===== src/rtl/div_unit_pkg.sv =====
// Shared definitions for the execute-stage divider: FSM states, ALU control
// codes for the HI/LO arithmetic group and the divide-by-zero quotient.
package div_unit_pkg;

    localparam int DIV_DATA_W = 32;
    localparam int DIV_CNT_W  = 6;

    typedef enum logic [1:0] {
        DIV_IDLE = 2'd0,
        DIV_CALC = 2'd1,
        DIV_FIX  = 2'd2,
        DIV_DONE = 2'd3
    } div_state_e;

    // ALU control codes of the HI/LO group; divide sits beside multiply.
    localparam logic [7:0] EXE_MULT_OP  = 8'b0001_1000;
    localparam logic [7:0] EXE_MULTU_OP = 8'b0001_1001;
    localparam logic [7:0] EXE_DIV_OP   = 8'b0001_1010;
    localparam logic [7:0] EXE_DIVU_OP  = 8'b0001_1011;

    // Quotient reported for a zero divisor (architecturally unpredictable).
    localparam logic [DIV_DATA_W-1:0] DIV_ZERO_QUOT = '1;

endpackage


===== src/rtl/div_unit_step.sv =====
// One radix-2 restoring iteration: shift {rem, dividend} left by one,
// trial-subtract the divisor and either keep the difference or restore.
module div_unit_step #(
    parameter int DATA_W = 32
) (
    input  logic [DATA_W-1:0] rem_i,
    input  logic [DATA_W-1:0] dvd_i,
    input  logic [DATA_W-1:0] dvs_i,
    output logic [DATA_W-1:0] rem_o,
    output logic [DATA_W-1:0] dvd_o
);

    logic [DATA_W:0] partial;
    logic [DATA_W:0] diff;

    // Trial subtraction one bit wider than the operands; its MSB is the borrow.
    always_comb begin
        // NOTE: every output gets a default first so no path leaves it unassigned (no latch).
        rem_o   = '0;
        dvd_o   = '0;
        partial = {rem_i, dvd_i[DATA_W-1]};
        diff    = partial - {1'b0, dvs_i};
        if (!diff[DATA_W]) begin
            rem_o = diff[DATA_W-1:0];
            dvd_o = {dvd_i[DATA_W-2:0], 1'b1};
        end else begin
            rem_o = partial[DATA_W-1:0];
            dvd_o = {dvd_i[DATA_W-2:0], 1'b0};
        end
    end

endmodule


===== src/rtl/div_unit.sv =====
// Multi-cycle restoring divider for MIPS DIV/DIVU. Operands are reduced to
// magnitudes, divided one bit per cycle, then sign-fixed into {rem, quot}.
module div_unit
    import div_unit_pkg::*;
#(
    parameter int DATA_W = DIV_DATA_W,
    parameter int CNT_W  = DIV_CNT_W
) (
    input  logic                clk,
    input  logic                resetn,
    input  logic                start,
    input  logic                signed_div,
    input  logic                annul,
    input  logic [DATA_W-1:0]   opdata1,
    input  logic [DATA_W-1:0]   opdata2,
    output logic [2*DATA_W-1:0] result,
    output logic                ready,
    output logic                busy
);

    div_state_e          state_q;
    logic [CNT_W-1:0]    cnt_q;
    logic [DATA_W-1:0]   rem_q, dvd_q, dvs_q;
    logic                sign1_q, sign2_q, sdiv_q;
    logic [2*DATA_W-1:0] result_q;
    logic                ready_q, busy_q;

    logic [DATA_W-1:0]   rem_d, dvd_d;
    logic [DATA_W-1:0]   abs1, abs2;
    logic [DATA_W-1:0]   quot_fix, rem_fix;

    // Magnitudes are taken only for a signed divide with a negative operand.
    assign abs1 = (signed_div && opdata1[DATA_W-1]) ? -opdata1 : opdata1;
    assign abs2 = (signed_div && opdata2[DATA_W-1]) ? -opdata2 : opdata2;

    // Quotient is negative when signs differ; remainder follows the dividend.
    assign quot_fix = (sdiv_q && (sign1_q ^ sign2_q)) ? -dvd_q : dvd_q;
    assign rem_fix  = (sdiv_q && sign1_q) ? -rem_q : rem_q;

    div_unit_step #(.DATA_W(DATA_W)) u_step (
        .rem_i (rem_q),
        .dvd_i (dvd_q),
        .dvs_i (dvs_q),
        .rem_o (rem_d),
        .dvd_o (dvd_d)
    );

    // Control FSM with registered ready/busy/result; annul overrides everything.
    always_ff @(posedge clk or negedge resetn) begin
        if (!resetn) begin
            // NOTE: datapath registers are reset as well so result reads zero out of reset.
            state_q  <= DIV_IDLE;
            cnt_q    <= '0;
            rem_q    <= '0;
            dvd_q    <= '0;
            dvs_q    <= '0;
            sign1_q  <= 1'b0;
            sign2_q  <= 1'b0;
            sdiv_q   <= 1'b0;
            result_q <= '0;
            ready_q  <= 1'b0;
            busy_q   <= 1'b0;
        end else if (annul) begin
            // NOTE: non-blocking assignments keep every register update on the same edge.
            state_q <= DIV_IDLE;
            ready_q <= 1'b0;
            busy_q  <= 1'b0;
        end else begin
            case (state_q)
                DIV_IDLE: begin
                    ready_q <= 1'b0;
                    busy_q  <= 1'b0;
                    if (start) begin
                        if (opdata2 != '0) begin
                            dvd_q   <= abs1;
                            dvs_q   <= abs2;
                            rem_q   <= '0;
                            sign1_q <= opdata1[DATA_W-1];
                            sign2_q <= opdata2[DATA_W-1];
                            sdiv_q  <= signed_div;
                            cnt_q   <= '0;
                            busy_q  <= 1'b1;
                            state_q <= DIV_CALC;
                        end else begin
                            result_q <= {opdata1, {DATA_W{1'b1}}};
                            ready_q  <= 1'b1;
                            state_q  <= DIV_DONE;
                        end
                    end
                end
                DIV_CALC: begin
                    rem_q <= rem_d;
                    dvd_q <= dvd_d;
                    cnt_q <= cnt_q + 1'b1;
                    if (cnt_q == CNT_W'(DATA_W - 1)) begin
                        state_q <= DIV_FIX;
                    end
                end
                DIV_FIX: begin
                    result_q <= {rem_fix, quot_fix};
                    busy_q   <= 1'b0;
                    ready_q  <= 1'b1;
                    state_q  <= DIV_DONE;
                end
                DIV_DONE: begin
                    ready_q <= 1'b0;
                    state_q <= DIV_IDLE;
                end
                default: begin
                    state_q <= DIV_IDLE;
                end
            endcase
        end
    end

    assign result = result_q;
    assign ready  = ready_q;
    assign busy   = busy_q;

endmodule


===== config.mk =====
export PLATFORM = sky130hd
export DESIGN_NAME = div_unit
export DESIGN_NICKNAME = d
export VERILOG_FILES = /design/src/rtl/div_unit_pkg.sv /design/src/rtl/div_unit_step.sv /design/src/rtl/div_unit.sv
export SDC_FILE = /design/constraint.sdc
export NUM_CORES = 1
export LEC_CHECK = 0
export ABC_AREA = 1
export CAP_MARGIN = 20
export CORE_ASPECT_RATIO = 0.6
export CORE_MARGIN = 4
export CORE_UTILIZATION = 50
export CTS_BUF_LIST = sky130_fd_sc_hd__clkbuf_2 sky130_fd_sc_hd__clkbuf_4 sky130_fd_sc_hd__clkbuf_8
export DETAILED_ROUTE_END_ITERATION = 8
export DONT_BUFFER_PORTS = 1
export GPL_TIMING_DRIVEN = 0
export SLEW_MARGIN = 20
export SYNTH_ARGS = -nofsm -noshare
export SYNTH_HDL_FRONTEND = slang
export SYNTH_HIERARCHICAL = 1
export SYNTH_SLANG_ARGS = --single-unit

===== constraint.sdc =====
create_clock -name clk -period 2.55 [get_ports clk]
set_input_delay 0.255 -clock clk [delete_from_list [all_inputs] [get_ports clk]]
set_output_delay 0.255 -clock clk [all_outputs]
set_load 0.01 [all_outputs]

==> summary.md, run 1 <==
| Metric | Value |
|---|---|
| Status | finished, violations left |
| Failing checks | negative hold slack, negative setup slack |
| CP endpoint | rem_q[28] |
| Worst-Skew Late Latency | 0.51 ns |
| FF-to-FF End | rem_q[28] |
| Register-to-Register Setup Slack | -0.0003 ns |
| Setup crit start | dvd_q[31] |
| Clock Sink Count | 173 |
| Yosys top cell area share | 0.296 |
| Fin util | 0.581 |
| Critical Path Stages | 19 |
| Max FO, Critical Path | 8 |
| Site Rows | 48 |
| Vias in the first global route | ~14,000 |
| Max Fclk | ~390 MHz |
| Die H | 141 um |
| DRC viols | 0 |
| Netlist cell types | 43 |
| Synth Area in Simple Gates | 0.417 |
| Detailed Route WL | 57,100 um |
| Die ar. | approximately 0.032 mm^2 |
| CP peak stage delay | between 0.4 and 0.5 ns |
| Largest cells by area after synthesis | dfrtp_1 (30%), nand2_1 (24%), inv_1 (7.1%) |
| Finish-stage setup viols | 1 |
| Number of fill cells | approximately 2,900 |
| Vias/cell | roughly 5.6 |
| Tcrit/Tclk final | 1.00 |
| Synthesized instance count | between 2,000 and 2,500 |
| Crit-path cells | inv_2 -> ha_4 -> fa_2 -> inv_2 -> nand2_2 -> nand2_2 -> nand3_2 -> nand2_2 -> nand2_2 -> nand2_4 -> nand2_4 -> nand2_4 -> nand2_4 -> nand2_8 -> clkbuf_16 -> nand2_2 -> nand2_1 -> nand2_1 -> o21ai_1 |
| PnR worst setup slack | -0.000322 ns |
| Max-Cap Viols | 0 |
| Required time worst endpoint | approximately 3 ns |
| Nets | roughly 2,600 |
| Hold WS | -0.538 ns |
| Count of flip-flops with a built-in enable after synthesis | 0 |
| Cell Area, Synth | roughly 0.015 mm^2 |
| Slew @ Worst Pin | ~1.0 ns |
| Slowest-stage cell, CP | dfrtp_2 |
| Initial core utilization | 0.509 |
| H-tree levels | 4 |
| VDD IR max | between 700 and 800 uV |
| Largest area contributor in the netlist | dfrtp_1 |
| Ys Warns | 6 |
| Top delay family on crit path | simple AND/OR/NAND/NOR gates |
| Launching point of the worst reg2reg path | dvd_q[31] |
| Post-synthesis mux area share | 0.000684 |
| Data arrival time of the critical path | 2.99 ns |
| RSZ-0062 raised after global routing | true |
| Area Overhead vs Synth | 14.2% |
| Critical Path Sink Type | flip-flop |
| Diodes inserted | 0 |
| GRT Overall Usage | 0.345 |
| Synth async-reset ratio | 1.00 |
| Total nets after synthesis | around 2,500 |
| Total gr overflow | 0 |
| Main combinational cell family by area after synthesis | simple AND/OR/NAND/NOR gates |
| Antenna violations before repair | 0 |
| Layout cells sized above 1 | 0.121 |
| CTS Buf Count | 17 |
| Power Density | ~1500 mW/mm^2 |
| Pin count of the biggest net entering global routing | about 170 |
| Minimum clock period | 2.55 ns |
| Placed cell count | between 2,000 and 3,000 |
| Clock skew | around 0.019 ns |
| CTS tree | done |
| Most common cell in the netlist | nand2_1 |
| WP buf/inv | 3 |
| Port buffer count | 0 |
| HP Class | primary input to async pin |
| Initial detailed-routing violation count | slightly below 2,000 |
| Synth Register Bits | roughly 170 |
| Reg2Reg Depth | 19 |
| Total number of vias | approximately 16,000 |
| Sequential cell area fraction in the yosys report | 0.296 |
| Relative slew margins | 0.330 |
| Core ar. | between 0.02 and 0.03 mm^2 |
| Adder-Cell Fraction of Synth Area | 0.0364 |
| GPL Wtd Cong | about 1.1 |
| Die span in x | around 230 um |
| Slew Viols, Final | 0 |
| Mean Syn Cell Area | slightly above 6 um^2 |
| Wire length per cell | around 20 um |
| CTS Hold Bufs | 48 |
| Fin. Hold Viols | roughly 170 |
| Complex-gate fraction of the synthesized area | 0.0944 |
| Pleak | between 8 and 9 nW |
| XOR/XNOR share of the synthesized area | 0.0365 |
| Post-synth top cells | nand2_1 (920), inv_1 (277), nor2_1 (254) |
| DRT Pass-1 Iters | 8 |
| Clock transition at path regs | roughly 0.10 ns |
| DPL Wire Length | around 45,000 um |
| Top FF cell, synth | dfrtp_1 |
| Non-filler cells in the finished layout | 2,850 |
| Critical path class | flip-flop to flip-flop |
| CTS Buffer Depth | 2 |
| Wire length of the first global-routing pass | 84,400 um |
| I/O Pins | 135 |
| Number of routed nets with antenna violations | 0 |
| CP startpoint kind | flip-flop |
| Most used cell, CP | nand2_2 |
| Clock Root Buffer | clkbuf_8 |
-- stage by stage --
step	TNS [ns]	area (um^2)	hold slack, ns	setup slack (ns)	power (mW)
after floorplan	0	14600	-0.0406	0.316	15.9
after global placement	-9.85	15100	-0.0244	-0.371	20.0
after detailed placement	-10.56	15100	-0.0236	-0.363	20.3
after CTS	0	16200	-0.586	0.00369	23.0
after global routing	-1.59	16700	-0.582	-0.0817	26.9
final	-0.000322	16700	-0.538	-0.000322	25.0
-- placed cells by master (no fill, tap or decap), types with 36 or more instances in the layout --
master	n
a21oi_1	61
buf_4	52
dfrtp_1	166
dlygate4sd3_1	48
inv_1	262
nand2_1	866
nand2_2	53
nand3_1	183
nand4_1	36
nor2_1	249
o21ai_0	91
o21ai_1	36
xor2_1	49
-- worst reg2reg max path: stages, from the launching register on --
cell and delay (ns):
dfrtp_2 0.49, inv_2 0.07, ha_4 0.16, fa_2 0.34, inv_2 0.08, nand2_2 0.05, nand2_2 0.08, nand3_2 0.08
nand2_2 0.12, nand2_2 0.08, nand2_4 0.10, nand2_4 0.08, nand2_4 0.10, nand2_4 0.07, nand2_8 0.15, clkbuf_16 0.19
nand2_2 0.05, nand2_1 0.06, nand2_1 0.06, o21ai_1 0.07
-- logic make-up after synthesis --
| logic type | Yosys count |
|---|---|
| buffers and inverters | 384 |
| muxes | 1 |
| adders and majority gates | 42 |
| xor gates and xnor gates | 61 |
| and+or+nand+nor | 1468 |
| DFF | 173 |
| AOI/OAI and AO/OA | 245 |
-- layer usage --
layer,track usage,share of wire,wire length (um),up-vias
met4,0.0579,0.011,646,0
li1,-,-,-,7605
met2,0.407,0.35,19700,806
met3,0.188,0.16,9330,48
met1,0.539,0.48,27400,7395
met5,0,0,0,-
-- final cells by class --
type	count	area (um^2)	area share
clock inverter	11	156	0.00936
sequential	173	4340	0.260
multi-input combinational	1817	8960	0.536
clock buffer	21	283	0.0169
inverter	286	1080	0.0644
timing repair buffer	70	726	0.0434
tap	375	469	0.0281
buffer	97	711	0.0425
-- sequential cells by signal, summed over array words and instances (netlist names) --
name     flops
result      64
dvd_q       32
dvs_q       32
rem_q       32
cnt_q        6
state_q      2
busy         1
ready        1
sdiv_q       1
sign1_q      1
sign2_q      1
-- how the worst min path moves through the flow --
stage               startpoint    endpoint  slack [ns]  cells past startpoint
CTS                     resetn  result[10]       -0.59                      0
detailed placement      resetn    rem_q[2]       -0.02                      0
finish                  resetn    rem_q[2]       -0.54                      0
global route            resetn    dvd_q[4]       -0.58                      0
global placement        resetn    rem_q[2]       -0.02                      0
floorplan               resetn        busy       -0.04                      0
-- repair_timing --
action                                  4_1_cts  5_1_grt
pin swaps                                     3       54
resized for setup                            17      126
gates cloned                                  1        4
endpoints found under the hold margin       225      173
endpoints found under the setup margin       44       57
buffers inserted                             11        8
-- power breakdown --
| group | switching (mW) | internal (mW) | total (mW) |
|---|---|---|---|
| clock network | 1.13 | 1.07 | 2.20 |
| logic | 11.3 | 5.89 | 17.2 |
| registers | 1.64 | 3.96 | 5.60 |
Note: power is estimated with default switching activity, not from simulation.
==> run 2: changes to the inputs <==
- PLACE_DENSITY: default -> 0.68
- clock period: 2.55 -> 2 ns (I/O delays scaled with it)
==> run 2 against run 1 <==
Net effect: the run still ends with negative hold slack, negative setup slack left; total power is 33% higher; hold slack worse by 0.10 ns; clock power is 10% higher; non-clock buffer count is 37 higher; sequential cell count stayed put; fmax is 1.6% lower; critical endpoint unchanged.
==> summary.md, run 2 (same netlist as run 1, synthesis figures left out) <==
| Metric | Value |
|---|---|
| Top delay family on crit path | simple AND/OR/NAND/NOR gates |
| RSZ-0062 raised after global routing | true |
| CTS Buffer Depth | 2 (unchanged) |
| Initial core utilization | 0.509 (unchanged) |
| Number of routed nets with antenna violations | 0 (unchanged) |
| Max-Cap Viols | 0 (unchanged) |
| Critical Path Stages | 17 (-2) |
| Wire length per cell | 20.6 um (+2.6%) |
| CP peak stage delay | 0.50 ns (about the same) |
| Tcrit/Tclk final | 1.30 (+0.296) |
| Pin count of the biggest net entering global routing | 174 (unchanged) |
| HP Class | primary input to async pin |
| PnR worst setup slack | -0.592 ns (-0.591 ns) |
| GPL Wtd Cong | 1.02 (-3.6%) |
| Diodes inserted | 0 (unchanged) |
| GRT Overall Usage | 0.360 (+0.0141) |
| Port buffer count | 0 (unchanged) |
| Sequential Area | 0.00433 mm^2 (-0.12%) |
| Die ar. | 0.0322 mm^2 (unchanged) |
| CTS tree | done |
| Required time worst endpoint | 2.41 ns (-0.58 ns) |
| CP startpoint kind | flip-flop |
| Nets | 2,610 (+1.4%) |
| Failing checks | negative hold slack, negative setup slack |
| Pleak | 9.10 nW (+3.5%) |
| Worst-Skew Late Latency | 0.52 ns (about the same) |
| CTS Hold Bufs | 65 (+35%) |
| Finish-stage setup viols | 33 (+32) |
| Wire length of the first global-routing pass | 87,600 um (+3.8%) |
| Clock transition at path regs | 0.10 ns (about the same) |
| Max Fclk | 386 MHz (-1.6%) |
| Hold WS | -0.640 ns (-0.102 ns) |
| Relative slew margins | 0.469 (+0.138) |
| DRT Pass-1 Iters | 5 (-3) |
| Antenna violations before repair | 3 (+3) |
| Status | finished, violations left |
| Total number of vias | 16,400 (+3.7%) |
| Slew @ Worst Pin | 0.797 ns (-0.208 ns) |
| I/O Pins | 135 (unchanged) |
| Reg2Reg Depth | 17 (-2) |
| Area of the multi-input gates | 0.00917 mm^2 (+2.4%) |
| Critical path class | flip-flop to flip-flop |
| DPL Wire Length | 45,900 um (+2.0%) |
| Vias/cell | 5.70 (+2.5%) |
| Core ar. | 0.0288 mm^2 (unchanged) |
| Fin util | 0.600 (+0.0185) |
| Crit-path cells | ha_1 -> nand2_2 -> inv_1 -> a21oi_2 -> nand2_2 -> buf_4 -> buf_4 -> nand2_1 -> nand2_2 -> nand2_1 -> nand2_1 -> nand2_1 -> nand2_1 -> nand2_2 -> nand2_2 -> nand2_1 -> o21ai_1 |
| Critical Path Sink Type | flip-flop |
| Max FO, Critical Path | 8 (unchanged) |
| Number of fill cells | 2,803 (-2.4%) |
| Most frequent cells in the layout | nand2_1 (847), inv_1 (261), nor2_1 (241), nand3_1 (175), dfrtp_1 (170) |
| Initial detailed-routing violation count | 2,301 (+19%) |
| Die span in x | 229 um (unchanged) |
| Post-layout instance area | 0.0172 mm^2 (+3.2%) |
| Area Overhead vs Synth | 17.8% |
| CTS Buf Count | 17 (unchanged) |
| Register-to-Register Setup Slack | -0.59 ns (-0.59 ns) |
| WP buf/inv | 3 (unchanged) |
| Setup crit start | rem_q[5] |
| Fin. Hold Viols | 173 (unchanged) |
| Layout cells sized above 1 | 0.145 (+0.0234) |
| Clock Sink Count | 173 (unchanged) |
| FF-to-FF End | rem_q[28] |
| Clock skew | 0.0187 ns (-0.0000961 ns) |
| CP endpoint | rem_q[28] |
| Site Rows | 48 (unchanged) |
| Die H | 141 um (unchanged) |
| Slew Viols, Final | 0 (unchanged) |
| Placed Area | 0.0151 mm^2 (+0.17%) |
| Data arrival time of the critical path | 3.00 ns (about the same) |
| Most used cell, CP | nand2_1 |
| Commonest non-fill, non-tap cell in the layout | nand2_1 |
| DRC viols | 0 (unchanged) |
| Power Density | 1920 mW/mm^2 (+28%) |
| Minimum clock period | 2.59 ns (+0.0414 ns) |
| Vias in the first global route | 14,500 (+2.7%) |
| Slowest-stage cell, CP | dfrtp_1 |
| Detailed Route WL | 59,300 um (+3.9%) |
| H-tree levels | 4 (unchanged) |
| Total gr overflow | 0 (unchanged) |
| VDD IR max | 849 uV (+9.1%) |
| Clock Root Buffer | clkbuf_8 |
| Launching point of the worst reg2reg path | rem_q[5] |
| Largest register FFs | 64 (unchanged) |
run 2: cell types whose count changed in the layout (fill, tap and decap cells not counted), sizes merged:
cell	previous run	this run
buf	92	109
bufinv	3	1
clkbuf	47	48
clkdlybuf4s15	1	0
clkinvlp	2	3
dlygate4sd3	48	65
inv	288	290
run 2: metal layers:
metal,wire length [um],global-route usage
met4,552,0.0617
met5,218,0.0417
met3,9080,0.155
met1,28500,0.579
met2,20900,0.428
run 2: worst reg2reg max path, delay by kind of cell, from the launching register on:
family,cells,cell delay [ns]
DFF,1,0.50
buffers and inverters,3,0.36
adders and majority gates,1,0.42
AOI/OAI and AO/OA,2,0.28
and+or+nand+nor,11,0.95
run 2: worst min path at each step:
stage	cells past startpoint	slack [ns]	to
final	0	-0.64	result[5]
after CTS	0	-0.67	result[5]
after detailed placement	0	-0.09	result[5]
after global placement	0	-0.09	result[1]
after global routing	0	-0.67	result[8]
after floorplan	0	-0.1	busy
run 2: layout make-up:
cell class,instances,area share
inverter,286,0.0625
timing repair buffer,107,0.0613
clock buffer,18,0.0140
tap,375,0.0272
buffer,97,0.0455
sequential,173,0.251
clock inverter,12,0.00646
multi-input combinational,1817,0.532
run 2: through the flow:
| step | cells | hold WS [ns] | power [mW] | setup WS, ns | TNS [ns] |
|---|---|---|---|---|---|
| 6_report | 2885 | -0.640 | 33.1 | -0.592 | -16.45 |
| 5_1_grt | 2885 | -0.675 | 35.5 | -0.640 | -20.63 |
| 4_1_cts | 2872 | -0.670 | 30.3 | -0.583 | -17.84 |
| 3_5_place_dp | 2749 | -0.0915 | 26.0 | -0.903 | -60.66 |
| 3_3_place_gp | 2749 | -0.0924 | 25.7 | -0.847 | -57.49 |
| 2_1_floorplan | 2374 | -0.0956 | 20.3 | -0.121 | -2.79 |
run 2: what timing repair did:
action	4_1_cts	5_1_grt
pin swaps	21	52
buffers inserted	25	13
endpoints found under the hold margin	259	173
gates resized for setup	94	144
gates cloned	4	2
setup endpoints to repair	129	126
run 2: report_power, final:
part           leakage [nW]  switching (mW)  total [mW]  internal [mW]
combinational          6.78            15.3        23.6           8.31
clock                 0.176            1.43        2.42          0.993
sequential             2.14            2.12        7.15           5.04
total                  9.10            18.8        33.1           14.3
==> run 3: changes to the inputs <==
- CTS_CLUSTER_SIZE: default -> 10
- GPL_ROUTABILITY_DRIVEN: default -> 0
- SLEW_MARGIN: 20 -> default
==> run 3 against run 2 <==
Net effect: the flow still finishes with violations (negative hold slack, negative setup slack); fmax is 0.80% lower; non-clock buffer count is 4 lower; hold slack better by 0.015 ns; total power is 0.42% lower; largest cell class unchanged; final cell count is 0.21% lower; sequential share of layout area is 0.11 points lower; highest routed layer unchanged; register-to-register slack worse by 0.02 ns; combinational power hardly changed.
==> summary.md, run 3 (same netlist as run 1, synthesis figures left out) <==
| Metric | Value |
|---|---|
| Status | finished, violations left |
| Failing checks | negative hold slack, negative setup slack |
| VDD IR max | 826 uV (-2.6%) |
| CP startpoint kind | flip-flop |
| Fin. Hold Viols | 173 (unchanged) |
| Worst-Skew Late Latency | 0.52 ns (about the same) |
| Max Fclk | 383 MHz (-0.80%) |
| Clock Root Buffer | clkbuf_8 |
| Switching share of power | 0.561 (-0.00624) |
| Setup_tns | -18.54 ns (-2.09 ns) |
| Power Density | 1900 mW/mm^2 (-0.96%) |
| Relative slew margins | 0.525 (+0.0561) |
| Max-Cap Viols | 0 (unchanged) |
| DPL Wire Length | 42,800 um (-6.8%) |
| Layout cells sized above 1 | 0.153 (+0.00800) |
| Commonest non-fill, non-tap cell in the layout | nand2_1 |
| Antenna violations before repair | 2 (-1) |
| Nets | 2,606 (-0.15%) |
| PnR worst setup slack | -0.613 ns (-0.0209 ns) |
| DRT Pass-1 Iters | 7 (+2) |
| CTS tree | done |
| DRC viols | 0 (unchanged) |
| I/O Pins | 135 (unchanged) |
| Logic gate share of total power | 0.710 (about the same) |
| Seq pwr share | 0.216 (about the same) |
| H-tree levels | 4 (unchanged) |
| Max FO, Critical Path | 8 (unchanged) |
| Hold WS | -0.625 ns (+0.0149 ns) |
| Die span in x | 229 um (unchanged) |
| Slew @ Worst Pin | 0.713 ns (-0.0841 ns) |
| Initial core utilization | 0.509 (unchanged) |
| Internal power | 14.5 mW (+1.0%) |
| Wire length per cell | 19.4 um (-5.7%) |
| Finish-stage setup viols | 35 (+6.1%) |
| Required time worst endpoint | 2.43 ns (+0.02 ns) |
| Clock skew | 0.0192 ns (+0.000515 ns) |
| GRT Overall Usage | 0.337 (-0.0225) |
| HP Class | primary input to async pin |
| Number of routed nets with antenna violations | 0 (unchanged) |
| Total gr overflow | 0 (unchanged) |
| Most frequent cells in the layout | nand2_1 (831), inv_1 (263), nor2_1 (241), nand3_1 (172), dfrtp_1 (167) |
| Area Overhead vs Synth | 18.4% |
| Reg2Reg Depth | 19 (+2) |
| CTS Hold Bufs | 63 (-3.1%) |
| Sw Pwr | 18.5 mW (-1.5%) |
| Number of fill cells | 2,756 (-1.7%) |
| Share of power burned in the clock network | 0.074 (about the same) |
| Clock Sink Count | 173 (unchanged) |
| Critical path class | flip-flop to flip-flop |
| Minimum clock period | 2.61 ns (+0.0209 ns) |
| Dpl ws | -0.836 ns (+0.0670 ns) |
| Pin count of the biggest net entering global routing | 174 (unchanged) |
| Core ar. | 0.0288 mm^2 (unchanged) |
| Vias/cell | 5.69 (about the same) |
| Data arrival time of the critical path | 3.04 ns (+0.04 ns) |
| Port buffer count | 0 (unchanged) |
| CTS Buf Count | 17 (unchanged) |
| Critical Path Sink Type | flip-flop |
| Wire length of the first global-routing pass | 83,700 um (-4.5%) |
| Die ar. | 0.0322 mm^2 (unchanged) |
| Total number of vias | 16,400 (-0.29%) |
| Initial detailed-routing violation count | 2,527 (+9.8%) |
| Slew Viols, Final | 0 (unchanged) |
| Die H | 141 um (unchanged) |
| Clock transition at path regs | 0.10 ns (about the same) |
| Vias in the first global route | 14,600 (+1.1%) |
| Largest register FFs | 64 (unchanged) |
| Tcrit/Tclk final | 1.31 (+0.0104) |
| Pleak | 9.08 nW (-0.25%) |
| RSZ-0062 raised after global routing | true |
| Site Rows | 48 (unchanged) |
| CTS Buffer Depth | 2 (unchanged) |
| Detailed Route WL | 55,800 um (-5.9%) |
## run 3: changes by cell type in the layout (fill, tap and decap cells not counted), sizes merged, moves of 2 or more
cell         previous run  this run
dlygate4sd3            65        63
clkinv                  4         2
buf                   109       113
inv                   290       285
clkbuf                 48        43
## run 3: area by class of cell
type                    instances  area, um^2  area share
plain buffers                  97         766      0.0442
clock buffers                  20         263      0.0152
clock inverters                 7        95.1     0.00548
inverters                     286        1080      0.0623
well taps                     375         469      0.0271
flip-flops and latches        173        4340       0.250
multi-input cells            1817        9230       0.532
diodes                          1        2.50    0.000144
repair buffers                103        1100      0.0633
## run 3: timing repair
item	CTS	global route
setup endpoints to repair	127	116
cloned	6	1
pin swaps	37	52
setup buffers	17	16
gates resized for setup	84	172
endpoints found under the hold margin	248	173
## run 3: layer usage
| layer | vias to the layer above | global-route usage | wire, um |
|---|---|---|---|
| li1 | 7657 | - | - |
| met1 | 7626 | 0.529 | 25500 |
| met2 | 1025 | 0.399 | 19100 |
| met3 | 82 | 0.162 | 9990 |
| met4 | 4 | 0.0745 | 1140 |
| met5 | - | 0.0179 | 93 |
## run 3: critical path, cell delays in order, from the launching register on
cell and delay [ns]:
dfrtp_2 0.52, inv_2 0.08, ha_4 0.17, fa_2 0.35
inv_2 0.08, nand2_2 0.05, nand2_2 0.07, nand3_2 0.08
nand2_2 0.11, nand2_2 0.08, nand2_4 0.09, nand2_4 0.08
nand2_4 0.10, nand2_4 0.07, nand2_8 0.15, buf_6 0.16
nand2_1 0.08, nand2_2 0.09, nand2_2 0.05, o21ai_1 0.06
## run 3: path summary, 6_finish.rpt
check	from	end	slack [ns]
setup / recovery	dvd_q[31]	rem_q[20]	-0.61
min in group clk	opdata1[30]	result[62]	0.02
hold / removal	resetn	dvd_q[20]	-0.63
setup reg to reg	dvd_q[31]	rem_q[20]	-0.61
max in group asynchronous	resetn	dvd_q[31]	2.24
hold reg to reg	dvs_q[28]	dvs_q[28]	0.49
## run 3: power by group through the flow
| stage | clock network [mW] | logic [mW] | registers, mW |
|---|---|---|---|
| 2_1_floorplan | 0 | 13.9 | 6.41 |
| 3_5_place_dp | 0 | 18.6 | 7.05 |
| 3_3_place_gp | 0 | 18.2 | 7.02 |
| 6_report | 2.44 | 23.4 | 7.14 |
| 4_1_cts | 2.46 | 20.3 | 7.02 |
| 5_1_grt | 2.60 | 25.4 | 7.32 |
## run 3: through the flow
stage	util	cell area [um^2]	power, mW	std cells
floorplan	-	14700	20.3	2374
global placement	0.526	15100	25.2	2749
detailed placement	0.526	15100	25.6	2749
CTS	0.578	16600	29.8	2861
global route	0.603	17300	35.3	2879
finish	0.603	17300	33.0	2879
